$ cat config.mk
export PLATFORM = sky130hd
export DESIGN_NAME = eva_victim_ctrl
export DESIGN_NICKNAME = d
export VERILOG_FILES = /design/src/rtl/eva_pkg.sv /design/src/rtl/eva_first_invalid.sv /design/src/rtl/eva_victim_ctrl.sv
export SDC_FILE = /design/constraint.sdc
export NUM_CORES = 1
export LEC_CHECK = 0
export BUFFER_PORTS_ARGS = -buffer_cell sky130_fd_sc_hd__buf_2
export CAP_MARGIN = 20
export CORE_ASPECT_RATIO = 1.2
export CORE_MARGIN = 2
export CORE_UTILIZATION = 35
export CTS_BUF_LIST = sky130_fd_sc_hd__clkbuf_4 sky130_fd_sc_hd__clkbuf_8 sky130_fd_sc_hd__clkbuf_16
export CTS_CLUSTER_DIAMETER = 200
export DETAILED_ROUTE_END_ITERATION = 8
export PLACE_DENSITY = 0.53
export SLEW_MARGIN = 20
export SYNTH_ARGS = -nofsm -noshare
export SYNTH_HDL_FRONTEND = slang
export SYNTH_SLANG_ARGS = --single-unit
$ cat constraint.sdc
create_clock -name clk_i -period 2.6 [get_ports clk_i]
set_input_delay 0.52 -clock clk_i [delete_from_list [all_inputs] [get_ports clk_i]]
set_output_delay 0.52 -clock clk_i [all_outputs]
set_load 0.02 [all_outputs]
$ cat src/rtl/eva_pkg.sv
`default_nettype none
// ----------------------------------------------------------------------------
// eva_pkg: shared FSM encoding, geometry defaults and lowest-zero encoder
// Rev 1.0
// ----------------------------------------------------------------------------
package eva_pkg;

  localparam int LINES_DEF  = 32;
  localparam int ADDR_W_DEF = 5;

  typedef enum logic [1:0] {
    ST_IDLE   = 2'd0,
    ST_LOOKUP = 2'd1,
    ST_GRANT  = 2'd2,
    ST_RECOMP = 2'd3
  } state_e;

  function automatic logic [ADDR_W_DEF-1:0] first_zero(input logic [LINES_DEF-1:0] bits);
    logic [ADDR_W_DEF-1:0] idx;
    idx = '0;
    for (int i = LINES_DEF - 1; i >= 0; i--) begin
      if (!bits[i]) idx = ADDR_W_DEF'(i);
    end
    return idx;
  endfunction

endpackage
`default_nettype wire

$ cat src/rtl/eva_first_invalid.sv
`default_nettype none
// ----------------------------------------------------------------------------
// eva_first_invalid: lowest-index invalid line finder over the valid bitmap
// Rev 1.0
// ----------------------------------------------------------------------------
module eva_first_invalid
  import eva_pkg::*;
#(
  parameter int LINES  = LINES_DEF,
  parameter int ADDR_W = ADDR_W_DEF
) (
  input  logic [LINES-1:0]  valid_i,
  output logic              any_invalid_o,
  output logic [ADDR_W-1:0] idx_o
);

  assign any_invalid_o = ~&valid_i;

  generate
    if (LINES == LINES_DEF && ADDR_W == ADDR_W_DEF) begin : g_pkg_enc
      assign idx_o = first_zero(valid_i);
    end else begin : g_loop_enc
      always_comb begin
        idx_o = '0;
        for (int i = LINES - 1; i >= 0; i--) begin
          if (!valid_i[i]) idx_o = ADDR_W'(i);
        end
      end
    end
  endgenerate

endmodule
`default_nettype wire

$ cat src/rtl/eva_victim_ctrl.sv
`default_nettype none
// ----------------------------------------------------------------------------
// eva_victim_ctrl: access forwarding, periodic EVA re-rank and victim service
// Rev 1.0
// ----------------------------------------------------------------------------
module eva_victim_ctrl
  import eva_pkg::*;
#(
  parameter int LINES         = LINES_DEF,
  parameter int ADDR_W        = ADDR_W_DEF,
  parameter int UPDATE_PERIOD = 1024,
  parameter int RECOMP_CYCLES = 16,
  parameter int LOOKUP_LAT    = 2
) (
  input  logic              clk_i,
  input  logic              rst_ni,
  input  logic              acc_valid_i,
  input  logic              acc_we_i,
  input  logic              acc_hit_i,
  input  logic [ADDR_W-1:0] acc_addr_i,
  input  logic              flush_i,
  input  logic              victim_req_i,
  output logic              victim_gnt_o,
  output logic [ADDR_W-1:0] victim_addr_o,
  output logic              busy_o,
  output logic              ra_re_o,
  output logic              ra_we_o,
  output logic              ra_hit_o,
  output logic              ra_miss_o,
  output logic [ADDR_W-1:0] ra_addr_o,
  output logic              eva_en_o,
  input  logic [ADDR_W-1:0] eva_addr_i,
  output logic              eva_update_o
);

  localparam int CNT_W    = $clog2(UPDATE_PERIOD);
  localparam int DCNT_MAX = (RECOMP_CYCLES > LOOKUP_LAT) ? RECOMP_CYCLES : LOOKUP_LAT;
  localparam int DCNT_W   = $clog2(DCNT_MAX) + 1;
  localparam logic [CNT_W-1:0]  CNT_LAST    = CNT_W'(UPDATE_PERIOD - 1);
  localparam logic [DCNT_W-1:0] RECOMP_LOAD = DCNT_W'(RECOMP_CYCLES - 1);
  localparam logic [DCNT_W-1:0] LOOKUP_LOAD = DCNT_W'(LOOKUP_LAT - 1);

  state_e            state_q, state_d;
  logic [DCNT_W-1:0] dcnt_q, dcnt_d;
  logic [CNT_W-1:0]  acc_cnt_q;
  logic              pend_q, pend_d;
  logic [LINES-1:0]  valid_q, valid_d;
  logic [ADDR_W-1:0] victim_q, victim_d;
  logic              eva_update_q, eva_update_d;
  logic              ra_re_q, ra_we_q, ra_hit_q, ra_miss_q;
  logic [ADDR_W-1:0] ra_addr_q;
  logic              any_invalid;
  logic [ADDR_W-1:0] first_idx;
  logic              wrap;

  eva_first_invalid #(
    .LINES  (LINES),
    .ADDR_W (ADDR_W)
  ) u_first_invalid (
    .valid_i       (valid_q),
    .any_invalid_o (any_invalid),
    .idx_o         (first_idx)
  );

  assign wrap = acc_valid_i && (acc_cnt_q == CNT_LAST);

  always_ff @(posedge clk_i or negedge rst_ni) begin
    if (!rst_ni) begin
      ra_re_q   <= 1'b0;
      ra_we_q   <= 1'b0;
      ra_hit_q  <= 1'b0;
      ra_miss_q <= 1'b0;
      ra_addr_q <= '0;
      acc_cnt_q <= '0;
    end else begin
      ra_re_q   <= acc_valid_i & ~acc_we_i;
      ra_we_q   <= acc_valid_i & acc_we_i;
      ra_hit_q  <= acc_valid_i & acc_hit_i;
      ra_miss_q <= acc_valid_i & ~acc_hit_i;
      ra_addr_q <= acc_addr_i;
      // Power-of-two period: natural overflow is the wrap.
      if (acc_valid_i) acc_cnt_q <= acc_cnt_q + CNT_W'(1);
    end
  end

  always_ff @(posedge clk_i or negedge rst_ni) begin
    if (!rst_ni) begin
      state_q      <= ST_IDLE;
      dcnt_q       <= '0;
      pend_q       <= 1'b0;
      valid_q      <= '0;
      victim_q     <= '0;
      eva_update_q <= 1'b0;
    end else begin
      state_q      <= state_d;
      dcnt_q       <= dcnt_d;
      pend_q       <= pend_d;
      valid_q      <= valid_d;
      victim_q     <= victim_d;
      eva_update_q <= eva_update_d;
    end
  end

  always_comb begin
    state_d      = state_q;
    dcnt_d       = dcnt_q;
    pend_d       = pend_q;
    victim_d     = victim_q;
    eva_update_d = 1'b0;
    valid_d      = flush_i ? '0 : valid_q;
    case (state_q)
      ST_IDLE: begin
        if (pend_q) begin
          state_d      = ST_RECOMP;
          dcnt_d       = RECOMP_LOAD;
          pend_d       = 1'b0;
          eva_update_d = 1'b1;
        end else if (victim_req_i && any_invalid) begin
          state_d  = ST_GRANT;
          victim_d = first_idx;
        end else if (victim_req_i) begin
          state_d = ST_LOOKUP;
          dcnt_d  = LOOKUP_LOAD;
        end
      end
      ST_LOOKUP: begin
        if (dcnt_q == '0) begin
          victim_d = eva_addr_i;
          state_d  = ST_GRANT;
        end else begin
          dcnt_d = dcnt_q - DCNT_W'(1);
        end
      end
      ST_GRANT: begin
        // Applied after the flush clear so the granted line survives it.
        valid_d[victim_q] = 1'b1;
        state_d           = ST_IDLE;
      end
      ST_RECOMP: begin
        if (dcnt_q == '0) state_d = ST_IDLE;
        else              dcnt_d  = dcnt_q - DCNT_W'(1);
      end
      default: state_d = ST_IDLE;
    endcase
    // A wrap on the entry cycle re-arms the trigger instead of being lost.
    if (wrap) pend_d = 1'b1;
  end

  assign victim_gnt_o  = (state_q == ST_GRANT);
  assign victim_addr_o = victim_q;
  assign busy_o        = (state_q != ST_IDLE);
  assign eva_en_o      = (state_q == ST_LOOKUP);
  assign eva_update_o  = eva_update_q;
  assign ra_re_o       = ra_re_q;
  assign ra_we_o       = ra_we_q;
  assign ra_hit_o      = ra_hit_q;
  assign ra_miss_o     = ra_miss_q;
  assign ra_addr_o     = ra_addr_q;

endmodule
`default_nettype wire

After elaboration in Yosys (flattened, before gate mapping). Cells that the tools add are included.

Register bits: 65. Input bits: 17. Output and inout bits: 18. Logic and storage cells: 105.

$add $sub $neg: 2. $lt $le $gt $ge: 2. Eq/ne operators: 12. Muxes and demuxes: 55. Bitwise gates (word level): 7. Reductions and logical operators: 15.

Operator list (number): 2-to-1 mux 5 bit (39); 2-to-1 mux 32 bit (2); bitwise OR 32 bit (1); AND reduction 32 bit (1); case mux 5 bit (2 select lines) (2); adder 10 x 1 -> 10 bit, second input constant (1); == test 10 bit, second input constant (1); 2-to-1 mux 2 bit (5); inequality test 2 bit, second input constant (4); case mux 2 bit (4 select lines) (1); AND reduction 4 bit (2); nonzero test 2 bit (4); < comparator 5 x 6 -> 1 bit, second input constant (1); inequality test 3 bit, second input constant (2); demux 1 bit (select 5 bit) (1); greater-or-equal comparator 5 x 1 -> 1 bit, second input constant (1); zero test 5 bit (1); 2-to-1 mux 1 bit (5); subtractor 5 x 1 -> 5 bit, second input constant (1); bitwise AND 1 bit (4); == test 2 bit, second input constant (2); inequality test 4 bit, second input constant (1); logical AND 1 bit (3); AND reduction 3 bit (1); 6 further kinds (7).

Depth between registers and ports, before layout. Gate-level depths: netlist of run 1.

Word-level depth: 35. Depth in mapped cells: 8. Depth with buffers taken out: 7.

Cells and area by module. Synthesis of run 1 repeated with hierarchy kept, for this count alone.

Cell total of the unflattened synthesis: 300. Area, all modules: 3071.7 µm².

Modules (own cells, without submodules): eva_victim_ctrl (times used 1, cells an instance 234, area each 2678.8 µm²); eva_first_invalid (times used 1, cells an instance 66, area each 392.9 µm²).

Least setup slack after synthesis of run 1. OpenSTA, ideal clock, no wires.

Kind: register -> register. From: register dcnt_q[0]. To: register dcnt_q[1]. Setup time: 65 ps. Arrival time: 1853 ps. Data required time: 2535 ps. Slack: 682 ps. Cell stages (with the launch flop): 9. Period minus slack after synthesis: 1918 ps. Cells stage by stage: dfrtp_1 -> inv_1 -> ha_1 -> or4b_4 -> and2_4 -> or2_0 -> buf_6 -> a31oi_4 -> a22o_1.

Longest elaborated chain between the ends: 3. Elaborated cells between the ends (all ways): 6.

RTL lines: start: declaration (RTL line eva_victim_ctrl.sv:44) `logic [DCNT_W-1:0] dcnt_q, dcnt_d;`; start signal: assignment (RTL line eva_victim_ctrl.sv:96) `dcnt_q <= dcnt_d;`; subtractor 5 x 1 -> 5 bit / zero test 5 bit (equally long branches); 2-to-1 mux 5 bit / inequality test 2 bit (equally long branches); case mux 5 bit (2 select lines) / AND reduction 4 bit (equally long branches).

Parallel ways exist; a longest one is shown, timed or not. The select of a mux whose other input is x is not followed. A chain may end at the register's enable or synchronous reset.

Worst setup path after layout of run 1.
From: register valid_q[4]. To: register victim_q[3] (netlist: victim_addr_o[3]).

Longest elaborated chain between the ends: 8. Elaborated cells between the ends (all ways): 13.

RTL lines: start: declaration (RTL line eva_victim_ctrl.sv:47) `logic [LINES-1:0] valid_q, valid_d;`; start signal: assignment (RTL line eva_victim_ctrl.sv:98) `valid_q <= valid_d;`; 2-to-1 mux 5 bit (5 in series) (RTL line eva_pkg.sv:22) `if (!bits[i]) idx = ADDR_W_DEF'(i);`; 2-to-1 mux 5 bit (RTL line eva_victim_ctrl.sv:118) `end else if (victim_req_i && any_invalid) begin`; 2-to-1 mux 5 bit (RTL line eva_victim_ctrl.sv:113) `if (pend_q) begin`; case mux 5 bit (2 select lines) (RTL line eva_victim_ctrl.sv:111) `case (state_q)`; end signal: assignment (RTL line eva_victim_ctrl.sv:99) `victim_q <= victim_d;`; end: declaration (RTL line eva_victim_ctrl.sv:48) `logic [ADDR_W-1:0] victim_q, victim_d;`.

Parallel ways exist; a longest one is shown, timed or not. The select of a mux whose other input is x is not followed.

==> impl_metrics.prom, run 1 <==
# TYPE chip_impl_metric gauge
chip_impl_metric{name="globalplace.congestion",unit=""} 0.844
chip_impl_info{name="hold_path_class",value="in -> async"} 1
chip_impl_metric{name="synth_edf_count",unit=""} 0
chip_impl_metric{name="post_synth_inst_count",unit=""} 296
chip_impl_metric{name="relSlewSlack",unit=""} 0.611
chip_impl_metric{name="drt_first_pass_iters",unit=""} 4
chip_impl_metric{name="grt_antenna_before_repair",unit=""} 0
chip_impl_info{name="cts_root_buffer",value="sky130_fd_sc_hd__clkbuf_8"} 1
chip_impl_metric{name="routed-via-count",unit=""} 2392
chip_impl_metric{name="fmax",unit="MHz"} 469
chip_impl_info{name="setup.worst_path.end",value="victim_addr_o[3]$_DFFE_PN0P_"} 1
chip_impl_metric{name="multiInputGateArea",unit="mm²"} 0.00119
chip_impl_metric{name="cts.hold.buffers_added",unit=""} 0
chip_impl_metric{name="worst_reg2reg_path_depth",unit=""} 5
chip_impl_info{name="critPathLaunchType",value="register"} 1
chip_impl_metric{name="detail_route.wl_per_cell",unit="µm"} 15.9
chip_impl_metric{name="routing_usage_on_met2",unit=""} 0.275
chip_impl_metric{name="clk_transition_reported_paths",unit="ns"} 0.08
chip_impl_metric{name="reg2reg_slack",unit="ns"} 0.47
chip_impl_metric{name="detailedRoute.firstIterationViolations",unit=""} 109
chip_impl_metric{name="power.leakage",unit="nW"} 1.47
chip_impl_metric{name="die_width",unit="µm"} 88.7
chip_impl_metric{name="cts_buffers",unit=""} 9
chip_impl_metric{name="groute.usage.overall",unit=""} 0.169
chip_impl_metric{name="core_area",unit="mm²"} 0.00847
chip_impl_metric{name="fillers",unit=""} 848
chip_impl_metric{name="viasPerCell",unit=""} 5.23
chip_impl_metric{name="row_count",unit=""} 37
chip_impl_metric{name="post_cts_buffers",unit=""} 0
chip_impl_metric{name="grt_max_degree",unit=""} 44
chip_impl_metric{name="netlist-cell-type-count",unit=""} 46
chip_impl_metric{name="placed_area",unit="mm²"} 0.00332
chip_impl_info{name="worstSetupPathType",value="reg -> reg"} 1
chip_impl_metric{name="final_worst_path_period_share",unit=""} 0.820
chip_impl_metric{name="drive_gt1_frac",unit=""} 0.188
chip_impl_metric{name="grtUsageMet1",unit=""} 0.208
chip_impl_metric{name="insertion_delay",unit="ns"} 0.35
chip_impl_metric{name="tns",unit="ns"} 0
chip_impl_metric{name="cts_num_sinks",unit=""} 65
chip_impl_info{name="busiest_layer",value="met2"} 1
chip_impl_info{name="startpoint",value="valid_q[4]$_DFF_PN0_"} 1
chip_impl_info{name="r2r-end",value="victim_addr_o[3]$_DFFE_PN0P_"} 1
chip_impl_metric{name="cts.htree.levels",unit=""} 3
chip_impl_metric{name="fin_nets",unit=""} 355
chip_impl_metric{name="io_buffer_count",unit=""} 34
chip_impl_metric{name="tightest_slew",unit="ns"} 0.578
chip_impl_metric{name="drc",unit=""} 0
chip_impl_metric{name="grt_util_met3",unit=""} 0.0423
chip_impl_metric{name="ant_nets",unit=""} 0
chip_impl_metric{name="syn2layout_area_growth",unit="%"} 17.8
chip_impl_metric{name="floorplan.initialDensity",unit=""} 0.355
chip_impl_metric{name="drv_slew",unit=""} 0
chip_impl_metric{name="grt-ovfl-total",unit=""} 0
chip_impl_info{name="critical_register_to_register_path_startpoint",value="valid_q[4]$_DFF_PN0_"} 1
chip_impl_metric{name="post_cts_resize_count",unit=""} 0
chip_impl_info{name="setup_repair_after_global_routing_missed_its_margin",value="no"} 1
chip_impl_metric{name="fin_area",unit="mm²"} 0.00355
chip_impl_metric{name="finalSetupViolations",unit=""} 0
chip_impl_metric{name="crit_path_max_fanout",unit=""} 5
chip_impl_metric{name="die_h",unit="µm"} 106
chip_impl_metric{name="min_period",unit="ns"} 2.13
chip_impl_metric{name="die-area",unit="mm²"} 0.00936
chip_impl_metric{name="yosys_reg_bits",unit=""} 65
chip_impl_metric{name="worst_ep_arrival_time",unit="ns"} 2.37
chip_impl_metric{name="routed_wirelength",unit="µm"} 7280
chip_impl_metric{name="number_of_max_cap_violations",unit=""} 0
chip_impl_metric{name="power_density",unit="mW/mm²"} 668
chip_impl_metric{name="dp_hpwl",unit="µm"} 5060
chip_impl_metric{name="post_synthesis_net_count",unit=""} 316
chip_impl_metric{name="io-pin-count",unit=""} 35
chip_impl_metric{name="antenna_cells",unit=""} 0
chip_impl_metric{name="yosysWarningCount",unit=""} 0
chip_impl_metric{name="synth-seq-area-share",unit=""} 0.540
chip_impl_metric{name="grt_pass1_wl",unit="µm"} 11900
chip_impl_metric{name="number_of_global_route_vias_before_repair",unit=""} 2442
chip_impl_info{name="cts_tree",value="built"} 1
chip_impl_metric{name="timing_hold_violations_final",unit=""} 0
chip_impl_metric{name="synth.avg_cell_area",unit="µm²"} 10.2
chip_impl_metric{name="synth-async-reset-ratio",unit=""} 1.00
chip_impl_info{name="run_status",value="completed"} 1
chip_impl_metric{name="finalClockSkew",unit="ns"} 0.0129
chip_impl_metric{name="peakVddDrop",unit="µV"} 287
chip_impl_info{name="cp-end-kind",value="register"} 1
chip_impl_metric{name="syn_area",unit="mm²"} 0.00301
chip_impl_metric{name="register_area",unit="mm²"} 0.00163
chip_impl_info{name="dominantRegCellSynth",value="sky130_fd_sc_hd__dfrtp_1"} 1
chip_impl_metric{name="cts.path.max_buffers",unit=""} 2
chip_impl_metric{name="critPathRequiredTime",unit="ns"} 2.83
-- kinds of logic (layout without fill, tap and decap cells) --
group | Yosys count | in the layout | share of synthesized area
DFF | 65 | 65 | 0.540
buffers and inverters | 50 | 94 | 0.0648
AOI/OAI and AO/OA | 71 | 71 | 0.165
xor gates and xnor gates | 10 | 10 | 0.0291
and+or+nand+nor | 92 | 92 | 0.171
adders and majority gates | 3 | 3 | 0.0125
muxes | 5 | 5 | 0.0175
-- cells in the mapped netlist (all sizes together), types with 3 or more instances --
cell type   n  area share
a211oi      4       0.010
a21oi       5      0.0096
a31oi       4       0.013
a32o        4       0.013
and2        5       0.012
buf         3      0.0062
clkbuf      6      0.0075
dfrtp      65        0.54
ha          3       0.012
inv        41       0.051
mux2i       3       0.010
nand2      18       0.022
nand3      12       0.020
nand3b      3      0.0075
nand4      15       0.031
nor2        8       0.010
nor2b       9       0.019
nor3        5      0.0083
nor3b       3      0.0075
nor4        4      0.0083
o21ai       7       0.012
o22ai      32       0.066
o31ai       3      0.0075
xnor2       7       0.020
xor2        3      0.0087
-- worst max-delay path, cell delays in order, from the launching register on --
cell and delay, ns:
sky130_fd_sc_hd__dfrtp_1 0.41, sky130_fd_sc_hd__nand4_1 0.17, sky130_fd_sc_hd__nor4_1 0.58, sky130_fd_sc_hd__nand2_1 0.20, sky130_fd_sc_hd__a21oi_2 0.29, sky130_fd_sc_hd__mux2_2 0.37
-- final cells by class --
cell class                 instances  area share
clock buffer                       9      0.0349
clock inverter                     7      0.0286
inverter                          41      0.0434
multi-input combinational        181       0.335
sequential                        65       0.459
tap                              117      0.0413
timing repair buffer              37      0.0579
-- report_power, final --
part	total (mW)	leakage, nW	internal [mW]	switching [mW]
registers	1.15	0.864	1.08	0.0704
logic	0.226	0.504	0.0948	0.131
clock network	0.988	0.106	0.548	0.441
-- placed cells by master (no fill, tap or decap), types with 5 or more instances in the layout --
| master | count |
|---|---|
| sky130_fd_sc_hd__nand4_1 | 15 |
| sky130_fd_sc_hd__nor2b_1 | 9 |
| sky130_fd_sc_hd__xnor2_1 | 7 |
| sky130_fd_sc_hd__nand3_1 | 12 |
| sky130_fd_sc_hd__dfrtp_1 | 65 |
| sky130_fd_sc_hd__nand2_1 | 18 |
| sky130_fd_sc_hd__o22ai_1 | 32 |
| sky130_fd_sc_hd__inv_1 | 41 |
| sky130_fd_sc_hd__nor2_1 | 8 |
| sky130_fd_sc_hd__nor3_1 | 5 |
| sky130_fd_sc_hd__o21ai_0 | 7 |
| sky130_fd_sc_hd__clkbuf_8 | 9 |
| sky130_fd_sc_hd__buf_2 | 34 |
-- worst min-delay path by stage --
| stage | start | cells after the start | end |
|---|---|---|---|
| after floorplan | rst_ni | 0 | acc_cnt_q[0]$_DFFE_PN0P_ |
| after global placement | acc_cnt_q[8]$_DFFE_PN0P_ | 1 | acc_cnt_q[8]$_DFFE_PN0P_ |
| after detailed placement | acc_cnt_q[8]$_DFFE_PN0P_ | 1 | acc_cnt_q[8]$_DFFE_PN0P_ |
| after CTS | rst_ni | 1 | ra_addr_o[2]$_DFF_PN0_ |
| after global routing | rst_ni | 1 | ra_addr_o[3]$_DFF_PN0_ |
| final | rst_ni | 1 | acc_cnt_q[7]$_DFFE_PN0P_ |
-- flip-flops by register name, indices dropped and copies added, names as in the netlist --
name	flops
ra_re_o	1
dcnt_q	5
pend_q	1
state_q	2
victim_addr_o	5
ra_we_o	1
ra_addr_o	5
ra_hit_o	1
eva_update_o	1
ra_miss_o	1
acc_cnt_q	10
valid_q	32
-- stage by stage --
stage / setup slack [ns] / power [mW] / utilization / instances / hold slack [ns]
3_5_place_dp: 0.514 / 1.40 / 0.392 / 441 / 0.458
6_report: 0.468 / 2.37 / 0.419 / 457 / 0.138
2_1_floorplan: 0.682 / 1.31 / - / 296 / 0.224
4_1_cts: 0.487 / 2.40 / 0.419 / 457 / 0.141
3_3_place_gp: 0.557 / 1.40 / 0.392 / 441 / 0.458
5_1_grt: 0.264 / 2.48 / 0.419 / 457 / 0.158
-- metal layers --
metal	wire length, µm	share of wire	vias to the layer above
li1	-	-	1154
met1	3180	0.44	1179
met2	3690	0.51	44
met3	238	0.033	15
met4	171	0.023	0
met5	0	0	-
(Power assumes the default switching activity.)
==> inputs of run 2 (changes only) <==
--- a/config.mk
+++ b/config.mk
@@ -13,7 +13,7 @@
 export CTS_BUF_LIST = sky130_fd_sc_hd__clkbuf_4 sky130_fd_sc_hd__clkbuf_8 sky130_fd_sc_hd__clkbuf_16
 export CTS_CLUSTER_DIAMETER = 200
 export DETAILED_ROUTE_END_ITERATION = 8
-export PLACE_DENSITY = 0.53
+export PLACE_DENSITY = 0.55
 export SLEW_MARGIN = 20
 export SYNTH_ARGS = -nofsm -noshare
 export SYNTH_HDL_FRONTEND = slang
==> constraint.sdc (replaced) <==
create_clock -name clk_i -period 1.8 [get_ports clk_i]
set_input_delay 0.36 -clock clk_i [delete_from_list [all_inputs] [get_ports clk_i]]
set_output_delay 0.36 -clock clk_i [all_outputs]
set_load 0.02 [all_outputs]
==> run 2 against run 1 <==
Net effect: worst setup slack worse by 0.56 ns; clock power up 17%; hold slack worse by 0.016 ns; clock-buffer cell count up 4; the run now ends with negative setup slack left; largest cell class unchanged; combinational power up 58%; sequential power up 45%.
==> impl_metrics.prom, run 2 (synthesis results as in run 1) <==
# TYPE chip_impl_metric gauge
chip_impl_metric{name="critPathRequiredTime",unit="ns"} 2.08
chip_impl_metric{name="timing_hold_violations_final",unit=""} 0
chip_impl_metric{name="grt_pass1_wl",unit="µm"} 12200
chip_impl_metric{name="finalHoldWorstSlack",unit="ns"} 0.122
chip_impl_metric{name="fin_area",unit="mm²"} 0.00392
chip_impl_metric{name="tightest_slew",unit="ns"} 0.581
chip_impl_metric{name="drive_gt1_frac",unit=""} 0.316
chip_impl_metric{name="floorplan.initialDensity",unit=""} 0.355
chip_impl_metric{name="clk_transition_reported_paths",unit="ns"} 0.06
chip_impl_metric{name="min_period",unit="ns"} 1.90
chip_impl_metric{name="cp.buffers_inverters",unit=""} 1
chip_impl_metric{name="detailedRoute.firstIterationViolations",unit=""} 129
chip_impl_metric{name="grt_max_degree",unit=""} 48
chip_impl_metric{name="fillers",unit=""} 831
chip_impl_metric{name="antenna_cells",unit=""} 0
chip_impl_info{name="cts_root_buffer",value="sky130_fd_sc_hd__clkbuf_8"} 1
chip_impl_metric{name="cts_num_sinks",unit=""} 65
chip_impl_info{name="timing.critical_path.cells",value="inv_2, ha_4, or4b_4, and2_4, or2_4, a31oi_4, a22o_1"} 1
chip_impl_metric{name="detail_route.wl_per_cell",unit="µm"} 15.0
chip_impl_metric{name="total_power",unit="mW"} 3.19
chip_impl_metric{name="fmax",unit="MHz"} 527
chip_impl_metric{name="syn2layout_area_growth",unit="%"} 30.2
chip_impl_info{name="failed_checks",value="negative setup slack"} 1
chip_impl_metric{name="relSlewSlack",unit=""} 0.613
chip_impl_metric{name="number_of_max_cap_violations",unit=""} 0
chip_impl_metric{name="fin_nets",unit=""} 399
chip_impl_metric{name="multiInputGateArea",unit="mm²"} 0.00126
chip_impl_metric{name="core_area",unit="mm²"} 0.00847
chip_impl_metric{name="io_buffer_count",unit=""} 34
chip_impl_info{name="largest_delay_contributor_family_on_the_critical_path",value="simple AND/OR/NAND/NOR gates"} 1
chip_impl_info{name="layout_commonest_cell",value="sky130_fd_sc_hd__dfrtp_1"} 1
chip_impl_metric{name="die-area",unit="mm²"} 0.00936
chip_impl_info{name="max_flop_register",value="valid_q"} 1
chip_impl_metric{name="groute.usage.overall",unit=""} 0.173
chip_impl_metric{name="routed-via-count",unit=""} 2558
chip_impl_info{name="hold_path_class",value="in -> reg"} 1
chip_impl_info{name="worstSetupPathType",value="reg -> reg"} 1
chip_impl_metric{name="total_instance_count_after_detailed_placement",unit=""} 479
chip_impl_metric{name="register_area",unit="mm²"} 0.00163
chip_impl_metric{name="globalplace.congestion",unit=""} 0.870
chip_impl_metric{name="grt-ovfl-total",unit=""} 0
chip_impl_metric{name="power.leakage",unit="nW"} 1.71
chip_impl_metric{name="drc",unit=""} 0
chip_impl_metric{name="final_worst_path_period_share",unit=""} 1.05
chip_impl_metric{name="row_count",unit=""} 37
chip_impl_info{name="run_status",value="complete, but fails checks"} 1
chip_impl_metric{name="final_cell_utilization_of_the_core",unit=""} 0.463
chip_impl_metric{name="drv_slew",unit=""} 0
chip_impl_metric{name="power_density",unit="mW/mm²"} 814
chip_impl_info{name="reg_top3",value="valid_q (32), acc_cnt_q (10)"} 1
chip_impl_metric{name="cts.htree.levels",unit=""} 3
chip_impl_metric{name="grt_antenna_before_repair",unit=""} 0
chip_impl_metric{name="die_h",unit="µm"} 106
chip_impl_metric{name="placed_area",unit="mm²"} 0.00363
chip_impl_info{name="critPathLaunchType",value="register"} 1
chip_impl_metric{name="viasPerCell",unit=""} 5.12
chip_impl_info{name="critical_path.slowest_cell",value="sky130_fd_sc_hd__or4b_4"} 1
chip_impl_metric{name="peakVddDrop",unit="µV"} 481
chip_impl_info{name="cp-end-kind",value="register"} 1
chip_impl_metric{name="io-pin-count",unit=""} 35
chip_impl_info{name="cts_tree",value="built"} 1
chip_impl_metric{name="die_width",unit="µm"} 88.7
chip_impl_metric{name="cts_buffers",unit=""} 9
chip_impl_metric{name="worst_ep_arrival_time",unit="ns"} 2.18
chip_impl_metric{name="cts.path.max_buffers",unit=""} 2
chip_impl_metric{name="dp_hpwl",unit="µm"} 5380
chip_impl_metric{name="tns",unit="ns"} -0.357
chip_impl_metric{name="finalNonFillerCells",unit=""} 500
chip_impl_metric{name="drt_first_pass_iters",unit=""} 4
chip_impl_metric{name="cpPeakStageDelay",unit="ns"} 0.47
chip_impl_metric{name="pre_cts_slack",unit="ns"} -0.220
chip_impl_metric{name="number_of_global_route_vias_before_repair",unit=""} 2467
chip_impl_metric{name="finalSetupViolations",unit=""} 8
chip_impl_metric{name="finalClockSkew",unit="ns"} 0.0103
chip_impl_metric{name="postLayoutSetupSlackWorst",unit="ns"} -0.0964
chip_impl_metric{name="crit_path_max_fanout",unit=""} 6
chip_impl_info{name="setup_repair_after_global_routing_missed_its_margin",value="yes"} 1
chip_impl_metric{name="insertion_delay",unit="ns"} 0.35
chip_impl_metric{name="ant_nets",unit=""} 0
chip_impl_metric{name="routed_wirelength",unit="µm"} 7490
chip_impl_metric{name="largest_reg_flops",unit=""} 32
chip_impl_info{name="mostFrequentLayoutCells",value="sky130_fd_sc_hd__dfrtp_1, sky130_fd_sc_hd__buf_4, sky130_fd_sc_hd__inv_1, sky130_fd_sc_hd__buf_2, sky130_fd_sc_hd__o22ai_1"} 1
run 2: cell types whose count changed in the layout (fill, tap and decap cells not counted), sizes merged:
| cell | delta |
|---|---|
| buf | +43 |
| bufinv | -2 |
| clkbuf | +4 |
| clkinvlp | -1 |
| dlygate4sd3 | +1 |
| inv | -2 |
run 2: what timing repair did:
item	4_1_cts	5_1_grt
pin swaps	1	9
setup buffers	3	2
setup endpoints to repair	14	13
hold buffers	1	0
hold endpoints to repair	18	0
gates resized for setup	5	14
run 2: path summary, 6_finish.rpt:
path                                          startpoint                  endpoint  slack [ns]  depth (start not counted)
worst max register to register     dcnt_q[1]$_DFFE_PN0P_     dcnt_q[1]$_DFFE_PN0P_        -0.1                          7
worst min-delay path                       acc_addr_i[0]    ra_addr_o[0]$_DFF_PN0_        0.12                          1
min in group asynchronous                         rst_ni     valid_q[11]$_DFF_PN0_        0.50                          2
worst max-delay path               dcnt_q[1]$_DFFE_PN0P_     dcnt_q[1]$_DFFE_PN0P_        -0.1                          7
max in group asynchronous                         rst_ni     dcnt_q[4]$_DFFE_PN0P_        0.69                          3
worst min register to register  acc_cnt_q[8]$_DFFE_PN0P_  acc_cnt_q[8]$_DFFE_PN0P_        0.48                          1
run 2: area by class of cell:
type                    instances  area share
flip-flops and latches         65       0.415
clock inverters                 2     0.00319
multi-input cells             181       0.321
repair buffers                 81       0.140
clock buffers                  13      0.0440
well taps                     117      0.0373
inverters                      41      0.0393
run 2: layer usage:
layer	GRT usage	vias up	wire length [µm]
met5	0	-	0
met4	0.0736	0	182
met3	0.0454	15	263
met2	0.275	51	3710
met1	0.220	1260	3330
li1	-	1232	-
run 2: power breakdown:
group / internal, mW / switching [mW]
sequential: 1.57 / 0.105
clock: 0.618 / 0.543
combinational: 0.161 / 0.196
